## src/rtl/hsv_pkg.sv

```systemverilog
// Constants and types shared by the HSV pixel pipeline: the RGB-to-HSV converter
// and the ball centroid accumulator.
package hsv_pkg;

    localparam int unsigned HUE_W = 9;
    localparam int unsigned SV_W  = 5;
    localparam int unsigned X_W   = 10;
    localparam int unsigned Y_W   = 9;
    localparam int unsigned CNT_W = 19;
    localparam int unsigned SUM_W = 29;

    typedef enum logic [1:0] {
        StIdle,
        StDiv,
        StPublish
    } state_e;

    // A window with lo > hi wraps through hue 0 (e.g. red).
    function automatic logic hue_in_window(input logic [HUE_W-1:0] hue,
                                           input logic [HUE_W-1:0] lo,
                                           input logic [HUE_W-1:0] hi);
        if (lo <= hi) begin
            return (hue >= lo) && (hue <= hi);
        end
        return (hue >= lo) || (hue <= hi);
    endfunction

endpackage

```

## src/rtl/seq_divider.sv

```systemverilog
// Unsigned restoring divider: one quotient bit per cycle, N cycles from i_start to o_done.
// A new i_start while busy abandons the current division.
module seq_divider #(
    parameter int unsigned N  = 29,
    parameter int unsigned QW = N
) (
    input  logic          i_clk,
    input  logic          i_res,
    input  logic          i_start,
    input  logic [N-1:0]  i_dividend,
    input  logic [N-1:0]  i_divisor,
    output logic [QW-1:0] o_quotient,
    output logic          o_done
);

    localparam int unsigned CW = $clog2(N + 1);

    logic [N-1:0]  r_rem;
    logic [N-1:0]  r_quo;
    logic [N-1:0]  r_div;
    logic [CW-1:0] r_cnt;
    logic          r_busy;
    logic          r_done;
    logic [N:0]    w_trial;
    logic [N:0]    w_diff;

    // Remainder stays below the divisor, so the shifted trial value fits in N+1 bits.
    always_comb begin
        w_trial = {r_rem, r_quo[N-1]};
        w_diff  = w_trial - {1'b0, r_div};
    end

    always_ff @(posedge i_clk) begin
        if (i_res) begin
            r_rem  <= '0;
            r_quo  <= '0;
            r_div  <= '0;
            r_cnt  <= '0;
            r_busy <= 1'b0;
            r_done <= 1'b0;
        end else begin
            r_done <= 1'b0;
            if (i_start) begin
                r_rem  <= '0;
                r_quo  <= i_dividend;
                r_div  <= i_divisor;
                r_cnt  <= '0;
                r_busy <= 1'b1;
            end else if (r_busy) begin
                if (w_diff[N]) begin
                    r_rem <= w_trial[N-1:0];
                    r_quo <= {r_quo[N-2:0], 1'b0};
                end else begin
                    r_rem <= w_diff[N-1:0];
                    r_quo <= {r_quo[N-2:0], 1'b1};
                end
                r_cnt <= r_cnt + CW'(1);
                if (r_cnt == CW'(N - 1)) begin
                    r_busy <= 1'b0;
                    r_done <= 1'b1;
                end
            end
        end
    end

    assign o_quotient = r_quo[QW-1:0];
    assign o_done     = r_done;

endmodule

```

## src/rtl/ball_centroid_acc.sv

```systemverilog
// Classifies HSV pixels against a programmable window, accumulates count, coordinate sums
// and bounding box per frame, and publishes one centroid result per frame.
module ball_centroid_acc #(
    parameter int unsigned H_ACTIVE  = 640,
    parameter int unsigned V_ACTIVE  = 480,
    parameter int unsigned X_W       = hsv_pkg::X_W,
    parameter int unsigned Y_W       = hsv_pkg::Y_W,
    parameter int unsigned CNT_W     = hsv_pkg::CNT_W,
    parameter int unsigned SUM_W     = hsv_pkg::SUM_W,
    parameter int unsigned MIN_COUNT = 16
) (
    input  logic                      i_clk,
    input  logic                      i_res,
    input  logic                      i_frame_sync,
    input  logic                      i_pix_valid,
    input  logic [hsv_pkg::HUE_W-1:0] i_hue,
    input  logic [hsv_pkg::SV_W-1:0]  i_saturation,
    input  logic [hsv_pkg::SV_W-1:0]  i_value,
    input  logic                      i_hue_invalid,
    input  logic [hsv_pkg::HUE_W-1:0] i_hue_min,
    input  logic [hsv_pkg::HUE_W-1:0] i_hue_max,
    input  logic [hsv_pkg::SV_W-1:0]  i_sat_min,
    input  logic [hsv_pkg::SV_W-1:0]  i_val_min,
    output logic                      o_result_valid,
    output logic                      o_ball_found,
    output logic [X_W-1:0]            o_ball_x,
    output logic [Y_W-1:0]            o_ball_y,
    output logic [CNT_W-1:0]          o_ball_count,
    output logic [X_W-1:0]            o_bbox_xmin,
    output logic [X_W-1:0]            o_bbox_xmax,
    output logic [Y_W-1:0]            o_bbox_ymin,
    output logic [Y_W-1:0]            o_bbox_ymax,
    output logic                      o_overrun
);

    import hsv_pkg::*;

    logic [X_W-1:0]   r_x, r_xmin, r_xmax, r_s_xmin, r_s_xmax;
    logic [Y_W-1:0]   r_y, r_ymin, r_ymax, r_s_ymin, r_s_ymax;
    logic [CNT_W-1:0] r_cnt, r_s_cnt;
    logic [SUM_W-1:0] r_sum_x, r_sum_y, r_s_sum_x, r_s_sum_y;
    logic             r_pending;
    state_e           r_state, w_state_d;

    logic             r_result_valid, r_ball_found, r_overrun;
    logic [X_W-1:0]   r_ball_x, r_bbox_xmin, r_bbox_xmax;
    logic [Y_W-1:0]   r_ball_y, r_bbox_ymin, r_bbox_ymax;
    logic [CNT_W-1:0] r_ball_count;

    logic [X_W-1:0]   w_px, w_xmin_b, w_xmax_b, w_x_n, w_xmin_n, w_xmax_n;
    logic [Y_W-1:0]   w_py, w_ymin_b, w_ymax_b, w_y_n, w_ymin_n, w_ymax_n;
    logic [CNT_W-1:0] w_cnt_b, w_cnt_n;
    logic [SUM_W-1:0] w_sum_x_b, w_sum_y_b, w_sum_x_n, w_sum_y_n;
    logic             w_match, w_frame_end;
    logic             w_div_start, w_consume, w_publish;
    logic             w_done_x, w_done_y, w_div_done;
    logic [X_W-1:0]   w_quo_x;
    logic [Y_W-1:0]   w_quo_y;

    // frame_sync clears first, so a coincident pixel lands on (0,0) of a fresh frame.
    always_comb begin
        w_px      = i_frame_sync ? '0 : r_x;
        w_py      = i_frame_sync ? '0 : r_y;
        w_cnt_b   = i_frame_sync ? '0 : r_cnt;
        w_sum_x_b = i_frame_sync ? '0 : r_sum_x;
        w_sum_y_b = i_frame_sync ? '0 : r_sum_y;
        w_xmin_b  = i_frame_sync ? '0 : r_xmin;
        w_xmax_b  = i_frame_sync ? '0 : r_xmax;
        w_ymin_b  = i_frame_sync ? '0 : r_ymin;
        w_ymax_b  = i_frame_sync ? '0 : r_ymax;

        w_match = i_pix_valid && !i_hue_invalid && (i_saturation >= i_sat_min) &&
                  (i_value >= i_val_min) && hue_in_window(i_hue, i_hue_min, i_hue_max);
        w_frame_end = i_pix_valid && (w_px == X_W'(H_ACTIVE - 1)) &&
                      (w_py == Y_W'(V_ACTIVE - 1));

        w_cnt_n   = w_cnt_b;
        w_sum_x_n = w_sum_x_b;
        w_sum_y_n = w_sum_y_b;
        w_xmin_n  = w_xmin_b;
        w_xmax_n  = w_xmax_b;
        w_ymin_n  = w_ymin_b;
        w_ymax_n  = w_ymax_b;
        if (w_match) begin
            w_cnt_n   = w_cnt_b + CNT_W'(1);
            w_sum_x_n = w_sum_x_b + SUM_W'(w_px);
            w_sum_y_n = w_sum_y_b + SUM_W'(w_py);
            if (w_cnt_b == '0) begin
                w_xmin_n = w_px;
                w_xmax_n = w_px;
                w_ymin_n = w_py;
                w_ymax_n = w_py;
            end else begin
                if (w_px < w_xmin_b) w_xmin_n = w_px;
                if (w_px > w_xmax_b) w_xmax_n = w_px;
                if (w_py < w_ymin_b) w_ymin_n = w_py;
                if (w_py > w_ymax_b) w_ymax_n = w_py;
            end
        end

        w_x_n = w_px;
        w_y_n = w_py;
        if (i_pix_valid) begin
            if (w_px == X_W'(H_ACTIVE - 1)) begin
                w_x_n = '0;
                w_y_n = (w_py == Y_W'(V_ACTIVE - 1)) ? '0 : w_py + Y_W'(1);
            end else begin
                w_x_n = w_px + X_W'(1);
            end
        end
    end

    always_ff @(posedge i_clk) begin
        if (i_res) begin
            r_x       <= '0;
            r_y       <= '0;
            r_cnt     <= '0;
            r_sum_x   <= '0;
            r_sum_y   <= '0;
            r_xmin    <= '0;
            r_xmax    <= '0;
            r_ymin    <= '0;
            r_ymax    <= '0;
            r_s_cnt   <= '0;
            r_s_sum_x <= '0;
            r_s_sum_y <= '0;
            r_s_xmin  <= '0;
            r_s_xmax  <= '0;
            r_s_ymin  <= '0;
            r_s_ymax  <= '0;
            r_pending <= 1'b0;
        end else begin
            r_x <= w_x_n;
            r_y <= w_y_n;
            if (w_frame_end) begin
                r_cnt     <= '0;
                r_sum_x   <= '0;
                r_sum_y   <= '0;
                r_xmin    <= '0;
                r_xmax    <= '0;
                r_ymin    <= '0;
                r_ymax    <= '0;
                r_s_cnt   <= w_cnt_n;
                r_s_sum_x <= w_sum_x_n;
                r_s_sum_y <= w_sum_y_n;
                r_s_xmin  <= w_xmin_n;
                r_s_xmax  <= w_xmax_n;
                r_s_ymin  <= w_ymin_n;
                r_s_ymax  <= w_ymax_n;
                r_pending <= 1'b1;
            end else begin
                r_cnt   <= w_cnt_n;
                r_sum_x <= w_sum_x_n;
                r_sum_y <= w_sum_y_n;
                r_xmin  <= w_xmin_n;
                r_xmax  <= w_xmax_n;
                r_ymin  <= w_ymin_n;
                r_ymax  <= w_ymax_n;
                if (w_consume) r_pending <= 1'b0;
            end
        end
    end

    assign w_div_done = w_done_x & w_done_y;

    // A fresh snapshot takes priority over a finishing division: the stale result is dropped.
    always_comb begin
        w_state_d   = r_state;
        w_div_start = 1'b0;
        w_consume   = 1'b0;
        case (r_state)
            StIdle, StDiv: begin
                if (r_pending) begin
                    w_consume = 1'b1;
                    if (r_s_cnt == '0) begin
                        w_state_d = StPublish;
                    end else begin
                        w_div_start = 1'b1;
                        w_state_d   = StDiv;
                    end
                end else if ((r_state == StDiv) && w_div_done) begin
                    w_state_d = StPublish;
                end
            end
            StPublish: w_state_d = StIdle;
            default:   w_state_d = StIdle;
        endcase
        w_publish = (w_state_d == StPublish) && (r_state != StPublish);
    end

    always_ff @(posedge i_clk) begin
        if (i_res) begin
            r_state        <= StIdle;
            r_result_valid <= 1'b0;
            r_ball_found   <= 1'b0;
            r_ball_x       <= '0;
            r_ball_y       <= '0;
            r_ball_count   <= '0;
            r_bbox_xmin    <= '0;
            r_bbox_xmax    <= '0;
            r_bbox_ymin    <= '0;
            r_bbox_ymax    <= '0;
            r_overrun      <= 1'b0;
        end else begin
            r_state        <= w_state_d;
            r_result_valid <= w_publish;
            if (w_publish) begin
                r_ball_found <= (r_s_cnt >= CNT_W'(MIN_COUNT));
                r_ball_count <= r_s_cnt;
                if (r_s_cnt == '0) begin
                    r_ball_x    <= '0;
                    r_ball_y    <= '0;
                    r_bbox_xmin <= '0;
                    r_bbox_xmax <= '0;
                    r_bbox_ymin <= '0;
                    r_bbox_ymax <= '0;
                end else begin
                    r_ball_x    <= w_quo_x;
                    r_ball_y    <= w_quo_y;
                    r_bbox_xmin <= r_s_xmin;
                    r_bbox_xmax <= r_s_xmax;
                    r_bbox_ymin <= r_s_ymin;
                    r_bbox_ymax <= r_s_ymax;
                end
            end
            if (w_frame_end && (r_state == StDiv) && !w_div_done) r_overrun <= 1'b1;
        end
    end

    seq_divider #(
        .N  (SUM_W),
        .QW (X_W)
    ) u_div_x (
        .i_clk      (i_clk),
        .i_res      (i_res),
        .i_start    (w_div_start),
        .i_dividend (r_s_sum_x),
        .i_divisor  (SUM_W'(r_s_cnt)),
        .o_quotient (w_quo_x),
        .o_done     (w_done_x)
    );

    seq_divider #(
        .N  (SUM_W),
        .QW (Y_W)
    ) u_div_y (
        .i_clk      (i_clk),
        .i_res      (i_res),
        .i_start    (w_div_start),
        .i_dividend (r_s_sum_y),
        .i_divisor  (SUM_W'(r_s_cnt)),
        .o_quotient (w_quo_y),
        .o_done     (w_done_y)
    );

    assign o_result_valid = r_result_valid;
    assign o_ball_found   = r_ball_found;
    assign o_ball_x       = r_ball_x;
    assign o_ball_y       = r_ball_y;
    assign o_ball_count   = r_ball_count;
    assign o_bbox_xmin    = r_bbox_xmin;
    assign o_bbox_xmax    = r_bbox_xmax;
    assign o_bbox_ymin    = r_bbox_ymin;
    assign o_bbox_ymax    = r_bbox_ymax;
    assign o_overrun      = r_overrun;

endmodule

```

## config.mk

```make
export PLATFORM = sky130hd
export DESIGN_NAME = ball_centroid_acc
export DESIGN_NICKNAME = d
export VERILOG_FILES = /design/src/rtl/hsv_pkg.sv /design/src/rtl/seq_divider.sv /design/src/rtl/ball_centroid_acc.sv
export SDC_FILE = /design/constraint.sdc
export NUM_CORES = 1
export LEC_CHECK = 0
export BUFFER_PORTS_ARGS = -buffer_cell sky130_fd_sc_hd__buf_2
export CAP_MARGIN = 20
export CORE_MARGIN = 10
export CORE_UTILIZATION = 39
export CTS_CLUSTER_DIAMETER = 100
export DETAILED_ROUTE_END_ITERATION = 10
export SKIP_CTS_REPAIR_TIMING = 1
export SYNTH_ARGS = -nofsm -noshare
export SYNTH_HDL_FRONTEND = slang
export SYNTH_SLANG_ARGS = --single-unit
export TNS_END_PERCENT = 10
```

## constraint.sdc

```tcl
create_clock -name i_clk -period 5 [get_ports i_clk]
set_input_delay 1 -clock i_clk [delete_from_list [all_inputs] [get_ports i_clk]]
set_output_delay 1 -clock i_clk [all_outputs]
set_load 0.1 [all_outputs]
```

## After elaboration in Yosys (flattened, before gate mapping)

Index checks and enable logic that the tools add are counted.

- $add $sub $neg: 9
- Order comparisons: 10
- Muxes and demuxes: 65
- Reduce and logical (&&, ||, !) cells: 25
- Bitwise logic cells: 3
- Eq/ne operators: 7

Operators with widths:

| kind | number |
|---|---|
| $mux 29 | 10 |
| $mux 10 | 14 |
| $mux 9 | 15 |
| $sub 30x19->30 | 2 |
| $logic_not 19->1 | 2 |
| $mux 19 | 2 |
| $add 29x10->29 | 1 |
| $add 29x9->29 | 1 |
| $mux 1 | 20 |
| $add 19x1->19 const B | 1 |
| $ge 19x5->1 const B | 1 |
| $le 9x9->1 | 2 |
| $logic_and 1x1->1 | 11 |
| $add 10x1->10 const B | 1 |
| $add 5x1->5 const B | 2 |
| $eq 10x10->1 const B | 1 |
| $eq 5x5->1 const B | 2 |
| $ge 5x5->1 | 2 |
| $gt 10x10->1 | 1 |
| $lt 10x10->1 | 1 |
| $add 9x1->9 const B | 1 |
| $eq 9x9->1 const B | 1 |
| $ge 9x9->1 | 1 |
| $gt 9x9->1 | 1 |
| other kinds (13) | 23 |

- Output and inout bits: 79
- Register bits after elaboration: 480
- Input port bits: 52

## Longest topological paths before layout

Gate-level depths: netlist of run 1.

- Word-level depth: 7
- Mapped depth: 18
- Gate-level depth less buffers: 13

## Cells and area by module

A second synthesis of run 1 with hierarchy kept.

- Cells, all modules: 3267
- Area, all modules: 27291.2 sq um

By module, submodules not included:

| module | instances | area each (sq um) | seq. area each (sq um) | cells each |
|---|---|---|---|---|
| ball_centroid_acc | 1 | 15496.1 | 6626.4 | 1768 |
| seq_divider (u_div_y) | 1 | 5905.7 | 1881.8 | 741 |
| seq_divider (u_div_x) | 1 | 5889.4 | 1881.8 | 758 |

## Least setup slack after synthesis of run 1

OpenSTA, ideal clock, no wires.

- Kind: input to register
- Start: input i_frame_sync
- End: register r_s_sum_x[20]
- Setup slack: 308 ps
- Arrival: 4554 ps
- Path buffers: 5
- Setup time: 137 ps
- Stages on the path: 17
- Path through: clkbuf_1 -> buf_2 -> buf_2 -> clkbuf_1 -> clkbuf_1 -> nor2_1 -> ha_1 -> fa_1 -> a221oi_1 -> nor4_1 -> a2111o_1 -> a41oi_1 -> nand2b_1 -> nor3b_1 -> nand4_1 -> xor2_1 -> a211oi_1

- Cells in the longest elaborated chain, start to end: 4
- Elaborated cells between the ends (all ways): 9

RTL lines:

| item | RTL line | text |
|---|---|---|
| start, declared | ball_centroid_acc.sv:14 | `input logic i_frame_sync,` |
| parallel branches: the longest is 4 deep, another holds $add 29x10->29 | -- |  |
| end signal, assigned | ball_centroid_acc.sv:144 | `r_s_sum_x <= w_sum_x_n;` |
| end, declared | ball_centroid_acc.sv:41 | `logic [SUM_W-1:0] r_sum_x, r_sum_y, r_s_sum_x, r_s_sum_y;` |

Several ways; the timed one is not identified.
A chain may end at the register's enable or synchronous reset.

## Final worst setup path of run 1

- Start: input i_hue[6] in the netlist's numbering
- End: register r_ymin[7]

- Cells in the longest elaborated chain, start to end: 6
- Elaborated cells between the ends (all ways): 8

RTL lines:

| item | RTL line | text |
|---|---|---|
| start, declared | ball_centroid_acc.sv:16 | `input logic [hsv_pkg::HUE_W-1:0] i_hue,` |
| $ge 9x9->1 or $le 9x9->1 (tied branches) | hsv_pkg.sv:23, hsv_pkg.sv:25 |  |
| $logic_and 1x1->1 | hsv_pkg.sv:23 | `return (hue >= lo) && (hue <= hi);` |
| $mux 1 | hsv_pkg.sv:22 | `if (lo <= hi) begin` |
| $mux 1 * | hsv_pkg.sv:25 | `return (hue >= lo) \|\| (hue <= hi);` |
| $logic_and 1x1->1 * | ball_centroid_acc.sv:73 | `(i_value >= i_val_min) && hue_in_window(i_hue, i_hue_min, i_hue_max);` |
| $mux 9 * | ball_centroid_acc.sv:84 | `if (w_match) begin` |
| end signal, assigned | ball_centroid_acc.sv:157 | `r_ymin <= w_ymin_n;` |
| end, declared | ball_centroid_acc.sv:39 | `logic [Y_W-1:0] r_y, r_ymin, r_ymax, r_s_ymin, r_s_ymax;` |

Mark *: on every way between the ends. The rest lies on a longest branch, timed or not. The select of a mux whose other input is x is not followed.

==> summary.md, run 1 <==
| Metric | Value |
|---|---|
| CP Class | in2reg |
| Cell count after synthesis | 2754 |
| Most frequent cells after synthesis | dfxtp_1 (480), nor2_1 (405), nand2_1 (208), a211oi_1 (149), clkbuf_1 (147) |
| Post-DRT Antenna Nets | 0 |
| DR WL met3 | 2.65 mm |
| Vias in the first global route | 19556 |
| Rows | 90 |
| Worst-margin pin slew | 1070 ps |
| Area leader, netlist | dfxtp_1 |
| Top layer in use | met4 |
| Die Span Y | 266 microns |
| Worst ir drop on vdd | 0.257 mV |
| Grt ovf | 0 |
| Crit end category | flop |
| Synth Flop Type | dfxtp_1 |
| Depth of the most critical reg-to-reg path | 11 |
| Initial Utilization | 0.393 |
| Die footprint | 70800 sq um |
| Share of the yosys chip area belonging to registers | 0.407 |
| Setup TNS | 0 ps |
| CTS buffer count | 51 |
| Mapped Area | 23600 sq um |
| Ports | 131 |
| Clock Latency Late Sink | 610 ps |
| R2R Setup Slk | 1500 ps |
| CTS clk-pin slew, worst paths | 60 ps |
| Worst setup path start | i_hue[6] |
| # clock sinks | 480 |
| PwrDens | 303 nW/um^2 |
| Worst Setup EP | r_ymin[7]$_SDFF_PP0_ |
| Drt wl/cell | 17.6 microns |
| Post-place instance area | 25100 sq um |
| R2R Path End | r_s_sum_x[16]$_SDFFE_PP0P_ |
| Hold Crit Class | reg2reg |
| Slowest cell on the critical path | nor3_2 |
| M1 wire length | 28.9 mm |
| Post-DP HPWL | 44.5 mm |
| CP arrival | 4350 ps |
| Share of the synthesized area in the top cell type | 0.407 |
| Via density | 5.49 |
| DRC violation total after the first TritonRoute iteration | 1221 |
| Setup slack after layout | 1130 ps |
| EDFF count, synth | 0 |
| Rel. slew slack | 0.285 |
| Crit-path cells | buf_2 > ha_1 > a211oi_1 > nor2_1 > a2111o_1 > a211oi_1 > a21oi_1 > nor3_2 > buf_4 > o21a_1 > buf_4 > mux2i_1 > nor2_1 |
| Layout Area Growth over Synthesis | 13.9% |
| Top-count cell post-synth | dfxtp_1 |
| Fin crit period | 3870 ps |
| RSZ-0062 raised after global routing | false |
| GR Util All Layers | 0.178 |
| Status | finished clean |
| IO buf count | 130 |
| Share of layout cells above drive strength 1 | 0.110 |
| First-pass GRT wire length | 104 mm |
| Nets | 2995 |
| Die width | 266 microns |
| CP startpoint kind | input pin |
| Residual DRC count | 0 |
| Netlist cell types | 79 |
| H-tree levels | 2 |
| CTS tree | built |
| Final GP Congestion | 0.890 |
| Synth warn | 0 |
| CP Data Required Time | 5480 ps |
| Pin count of the biggest net entering global routing | 96 |
| Syn nets | 2934 |
| Total Power | 8.16 mW |
| Slew Limit Fails | 0 |
| Hold Worst Slack | 455 ps |
| Pre-CTS setup slack | 600 ps |
| Max Cap Viol | 0 |
| Router iterations before antenna repair | 7 |
| Share of flip-flops with an asynchronous set or reset | 0 |
| Highest Clock Rate | 0.258 GHz |
| R2r startpoint | r_y[0]$_SDFF_PP0_ |
| Initial antenna violation count | 1 |
| Ranking of synthesized cells by area | dfxtp_1 (41%), ha_1 (6.6%), nor2_1 (6.4%) |
| Leak Pwr | 10.4 nW |
| Setup Viol. Count Final | 0 |
| Mapped Avg Cell Area | 8.58 sq um |
| Final Cycle Share | 0.774 |
| Longest Clk Path Bufs | 3 |
| Wire length on met2 | 30.6 mm |
| Max incr delay on CP | 510 ps |
| Max FO, Critical Path | 15 |
| Hold Fails Final Rpt | 0 |
| Via count | 19955 |
| Core ar. | 60100 sq um |
| Final WL | 64.0 mm |
| Finished Cell Area | 26900 sq um |
| Clk_skew | 30.4 ps |
| Synth Register Bits | 480 |
| Clock Root Buffer | clkbuf_16 |
==> per-stage QoR <==
step	util	instances
4_1_cts	0.447	3634
6_report	0.447	3637
3_3_place_gp	0.417	3542
2_1_floorplan	-	2754
3_5_place_dp	0.417	3542
5_1_grt	0.447	3637
==> power breakdown <==
group / internal (mW) / switching (mW) / total, mW
logic: 0.0741 / 0.180 / 0.254
registers: 3.82 / 0.000597 / 3.82
clock network: 2.45 / 1.62 / 4.08
==> cell families (layout without fill, tap and decap cells) <==
group,Yosys count,in the layout,share of synthesized area
buf+inv,290,390,0.0478
compound gates,632,632,0.182
flops,480,480,0.407
other cells,0,1,0
fa+ha+maj,129,129,0.0695
simple gates,954,954,0.187
mux,132,132,0.0563
xor+xnor,137,137,0.0511
==> layout make-up <==
type | count | area, sq um
Antenna cell | 1 | 2.50
Tap cell | 782 | 978
Fill cell | 5864 | 33200
Clock inverter | 25 | 362
Timing Repair Buffer | 181 | 1090
Clock buffer | 67 | 1450
Inverter | 117 | 439
Sequential cell | 480 | 9620
Multi-Input combinational cell | 1984 | 13000
==> placed cells by master, fill, tap and decap left out, types with 22 or more instances in the layout <==
cell / synthesis / final
nand3_1: 54 / 54
a211oi_1: 149 / 149
nor3_1: 39 / 38
nor2b_1: 68 / 68
a22o_1: 59 / 59
inv_1: 116 / 116
buf_4: 0 / 46
o21ai_0: 113 / 112
xor2_1: 66 / 65
and3_1: 31 / 31
nand2_1: 208 / 207
dfxtp_1: 480 / 478
a31oi_1: 35 / 35
buf_2: 13 / 129
xnor2_1: 70 / 69
a21o_1: 22 / 22
a21oi_1: 128 / 127
mux2i_1: 125 / 125
clkbuf_16: 0 / 52
ha_1: 124 / 124
nor2_1: 405 / 402
nand4_1: 36 / 36
==> sequential cells by signal, indices dropped and copies added, names as in the netlist, 10 cells and up <==
register,count
r_s_sum_x,29
r_s_sum_y,29
r_sum_x,29
r_sum_y,29
u_div_x.r_quo,29
u_div_x.r_rem,29
u_div_y.r_quo,29
u_div_y.r_rem,29
o_ball_count,19
r_cnt,19
r_s_cnt,19
u_div_x.r_div,19
o_ball_x,10
o_bbox_xmax,10
o_bbox_xmin,10
r_s_xmax,10
r_s_xmin,10
r_x,10
r_xmax,10
r_xmin,10
==> how the worst min path moves through the flow <==
stage	startpoint	end	slack (ps)	depth (start not counted)
after floorplan	r_s_sum_x[11]$_SDFFE_PP0P_	r_s_sum_x[11]$_SDFFE_PP0P_	430	2
after global placement	r_s_sum_y[26]$_SDFFE_PP0P_	r_s_sum_y[26]$_SDFFE_PP0P_	440	2
after detailed placement	r_s_sum_y[10]$_SDFFE_PP0P_	r_s_sum_y[10]$_SDFFE_PP0P_	440	2
after CTS	r_s_sum_y[10]$_SDFFE_PP0P_	r_s_sum_y[10]$_SDFFE_PP0P_	460	2
after global routing	u_div_x.r_div[14]$_SDFFE_PP0P_	u_div_x.r_div[14]$_SDFFE_PP0P_	480	2
final	r_s_sum_y[10]$_SDFFE_PP0P_	r_s_sum_y[10]$_SDFFE_PP0P_	450	2
==> worst max-delay path: cells and delay by family <==
| family | cells | cell delay (ps) |
|---|---|---|
| buf+inv | 3 | 690 |
| simple gates | 3 | 650 |
| fa+ha+maj | 1 | 300 |
| compound gates | 5 | 1490 |
| mux | 1 | 210 |
==> metal layers <==
layer,GRT usage,vias to the layer above
met3,0.0257,94
met2,0.301,391
li1,-,9860
met5,0,-
met1,0.226,9610
met4,0.0681,0
Power figures use the tool's default switching activity.
==> run 2: changes to the inputs <==
==> constraint.sdc (replaced) <==
create_clock -name i_clk -period 3.2 [get_ports i_clk]
set_input_delay 0.64 -clock i_clk [delete_from_list [all_inputs] [get_ports i_clk]]
set_output_delay 0.64 -clock i_clk [all_outputs]
set_load 0.1 [all_outputs]
==> run 2 against run 1 <==
Flip-flop and latch count did not move. Total power up 55%. Highest routed layer unchanged. Non-clock buffer count is 178 higher. Combinational power is 87% higher. Worst setup slack got worse by 920 ps. First-iteration DRC count down 4.0%. Via count grew 2.9%. Wire length up 0.30%. Sequential share of layout area shrank 2.1 points. Largest power group unchanged.
==> summary.md, run 2 (synthesized netlist as in run 1, its figures left out) <==
| Metric | Value |
|---|---|
| Status | finished clean |
| Drt wl/cell | 16.8 microns |
| Worst ir drop on vdd | 0.347 mV |
| Clock Latency Late Sink | 600 ps |
| Fillers | 5831 |
| CTS buffer count | 52 |
| Min-delay src | i_pix_valid |
| Initial antenna violation count | 0 |
| Grt ovf | 0 |
| Setup slack after layout | 205 ps |
| Post-DP HPWL | 46.2 mm |
| IO buf count | 130 |
| Most common cell after layout, fill and taps aside | dfxtp_1 |
| Clk_skew | 33.8 ps |
| Via count | 20526 |
| CTS tree | built |
| Slowest cell on the critical path | a2111o_1 |
| CP arrival | 3490 ps |
| Max Cap Viol | 0 |
| Setup TNS | 0 ps |
| Nets | 3174 |
| # clock sinks | 480 |
| Max FO, Critical Path | 20 |
| Crit end category | flop |
| DRC violation total after the first TritonRoute iteration | 1172 |
| Hold Crit Class | in2reg |
| R2R Path End | u_div_x.r_rem[23]$_SDFFE_PP0P_ |
| Hold depth | 4 |
| Longest Clk Path Bufs | 3 |
| Hold Worst Slack | 444 ps |
| Initial Utilization | 0.393 |
| Max incr delay on CP | 430 ps |
| Rows | 90 |
| CTS clk-pin slew, worst paths | 60 ps |
| CP startpoint kind | input pin |
| Rel. slew slack | 0.395 |
| Pin count of the biggest net entering global routing | 120 |
| Pre-CTS setup slack | -544 ps |
| Depth of the most critical reg-to-reg path | 10 |
| Via density | 5.37 |
| H-tree levels | 2 |
| Die footprint | 70800 sq um |
| Ports | 131 |
| Residual DRC count | 0 |
| Most frequent cells in the layout | dfxtp_1 (478), nor2_1 (401), nand2_1 (207), buf_4 (206), a211oi_1 (148) |
| Router iterations before antenna repair | 5 |
| Vias in the first global route | 20276 |
| Slew Limit Fails | 0 |
| Diode count | 0 |
| Setup Viol. Count Final | 0 |
| Final Cycle Share | 0.936 |
| Post-DRT Antenna Nets | 0 |
| Share of layout cells above drive strength 1 | 0.170 |
| Core ar. | 60100 sq um |
| Total Power | 12.6 mW |
| First-pass GRT wire length | 105 mm |
| Fin util | 0.475 |
| Die width | 266 microns |
| GR Util All Layers | 0.178 |
| Worst Hold End | r_x[1]$_SDFF_PP0_ |
| CP Class | in2reg |
| Die Span Y | 266 microns |
| Leak Pwr | 11.4 nW |
| Final GP Congestion | 0.879 |
| Crit-path cells | buf_2 > inv_1 > ha_1 > a211oi_1 > nor2_1 > a2111o_1 > a211oi_2 > a21oi_1 > nor3_2 > buf_4 > buf_4 > nand3_1 > xor2_1 > a211oi_1 |
| Hold Fails Final Rpt | 0 |
| PwrDens | 441 nW/um^2 |
| Fin crit period | 2990 ps |
| Worst-margin pin slew | 907 ps |
| CP Data Required Time | 3700 ps |
| Layout Area Growth over Synthesis | 21.0% |
| Final WL | 64.2 mm |
| Clock Root Buffer | clkbuf_16 |
| R2r startpoint | u_div_x.r_rem[20]$_SDFFE_PP0P_ |
| R2R Setup Slk | 230 ps |
| Highest Clock Rate | 0.334 GHz |
| RSZ-0062 raised after global routing | false |
-- run 2: cell types whose count changed in the layout (fill, tap and decap cells not counted), sizes merged --
cell	previous run	this run
buf	181	359
bufinv	8	6
clkinv	12	18
clkinvlp	4	6
diode	1	0
inv	118	117
-- run 2: where the power goes --
group	total (mW)	internal, mW	switching (mW)
sequential	5.98	5.98	0.00108
combinational	0.476	0.181	0.295
clock	6.16	3.63	2.53
total	12.6	9.79	2.83
-- run 2: metal layers --
metal  track usage  share of wire  vias up  routed length, microns
met3        0.0219          0.034      114                    2170
met4        0.0639          0.031        0                    2020
met5             0              0        -                       0
met1         0.226           0.46     9831                   29200
met2         0.306           0.48      374                   30800
li1              -              -    10207                       -
-- run 2: final cells by class --
cell class              instances  area (sq um)  share of cell area
multi-input cells            1984         13100               0.459
flip-flops and latches        480          9620               0.337
repair buffers                359          2660              0.0932
clock buffers                  67          1420              0.0496
well taps                     782           978              0.0342
inverters                     117           439              0.0154
clock inverters                30           345              0.0121
-- run 2: worst max-delay path by stage --
stage	depth (start not counted)	startpoint	to	slack, ps
after floorplan	17	i_frame_sync	r_s_sum_x[20]$_SDFFE_PP0P_	-310
after global placement	14	i_hue_max[6]	r_s_sum_y[11]$_SDFFE_PP0P_	-420
after detailed placement	14	i_hue_max[6]	r_s_xmin[7]$_SDFFE_PP0P_	-540
after CTS	14	i_hue_max[6]	r_s_xmin[7]$_SDFFE_PP0P_	90
after global routing	12	u_div_x.r_div[1]$_SDFFE_PP0P_	u_div_x.r_rem[27]$_SDFFE_PP0P_	10
final	14	i_hue_max[6]	r_s_sum_y[14]$_SDFFE_PP0P_	210
-- run 2: critical path, delay by kind of cell --
family / cells / cell delay [ps]
buffers and inverters: 4 / 680
adders and majority gates: 1 / 240
xor gates and xnor gates: 1 / 180
AOI/OAI and AO/OA: 5 / 1330
and+or+nand+nor: 3 / 400
-- run 2: through the flow --
stage               instances  cell area (sq um)
CTS                      3818              28500
global placement         3721              26700
detailed placement       3721              26700
global route             3819              28600
floorplan                2754              23800
finish                   3819              28600
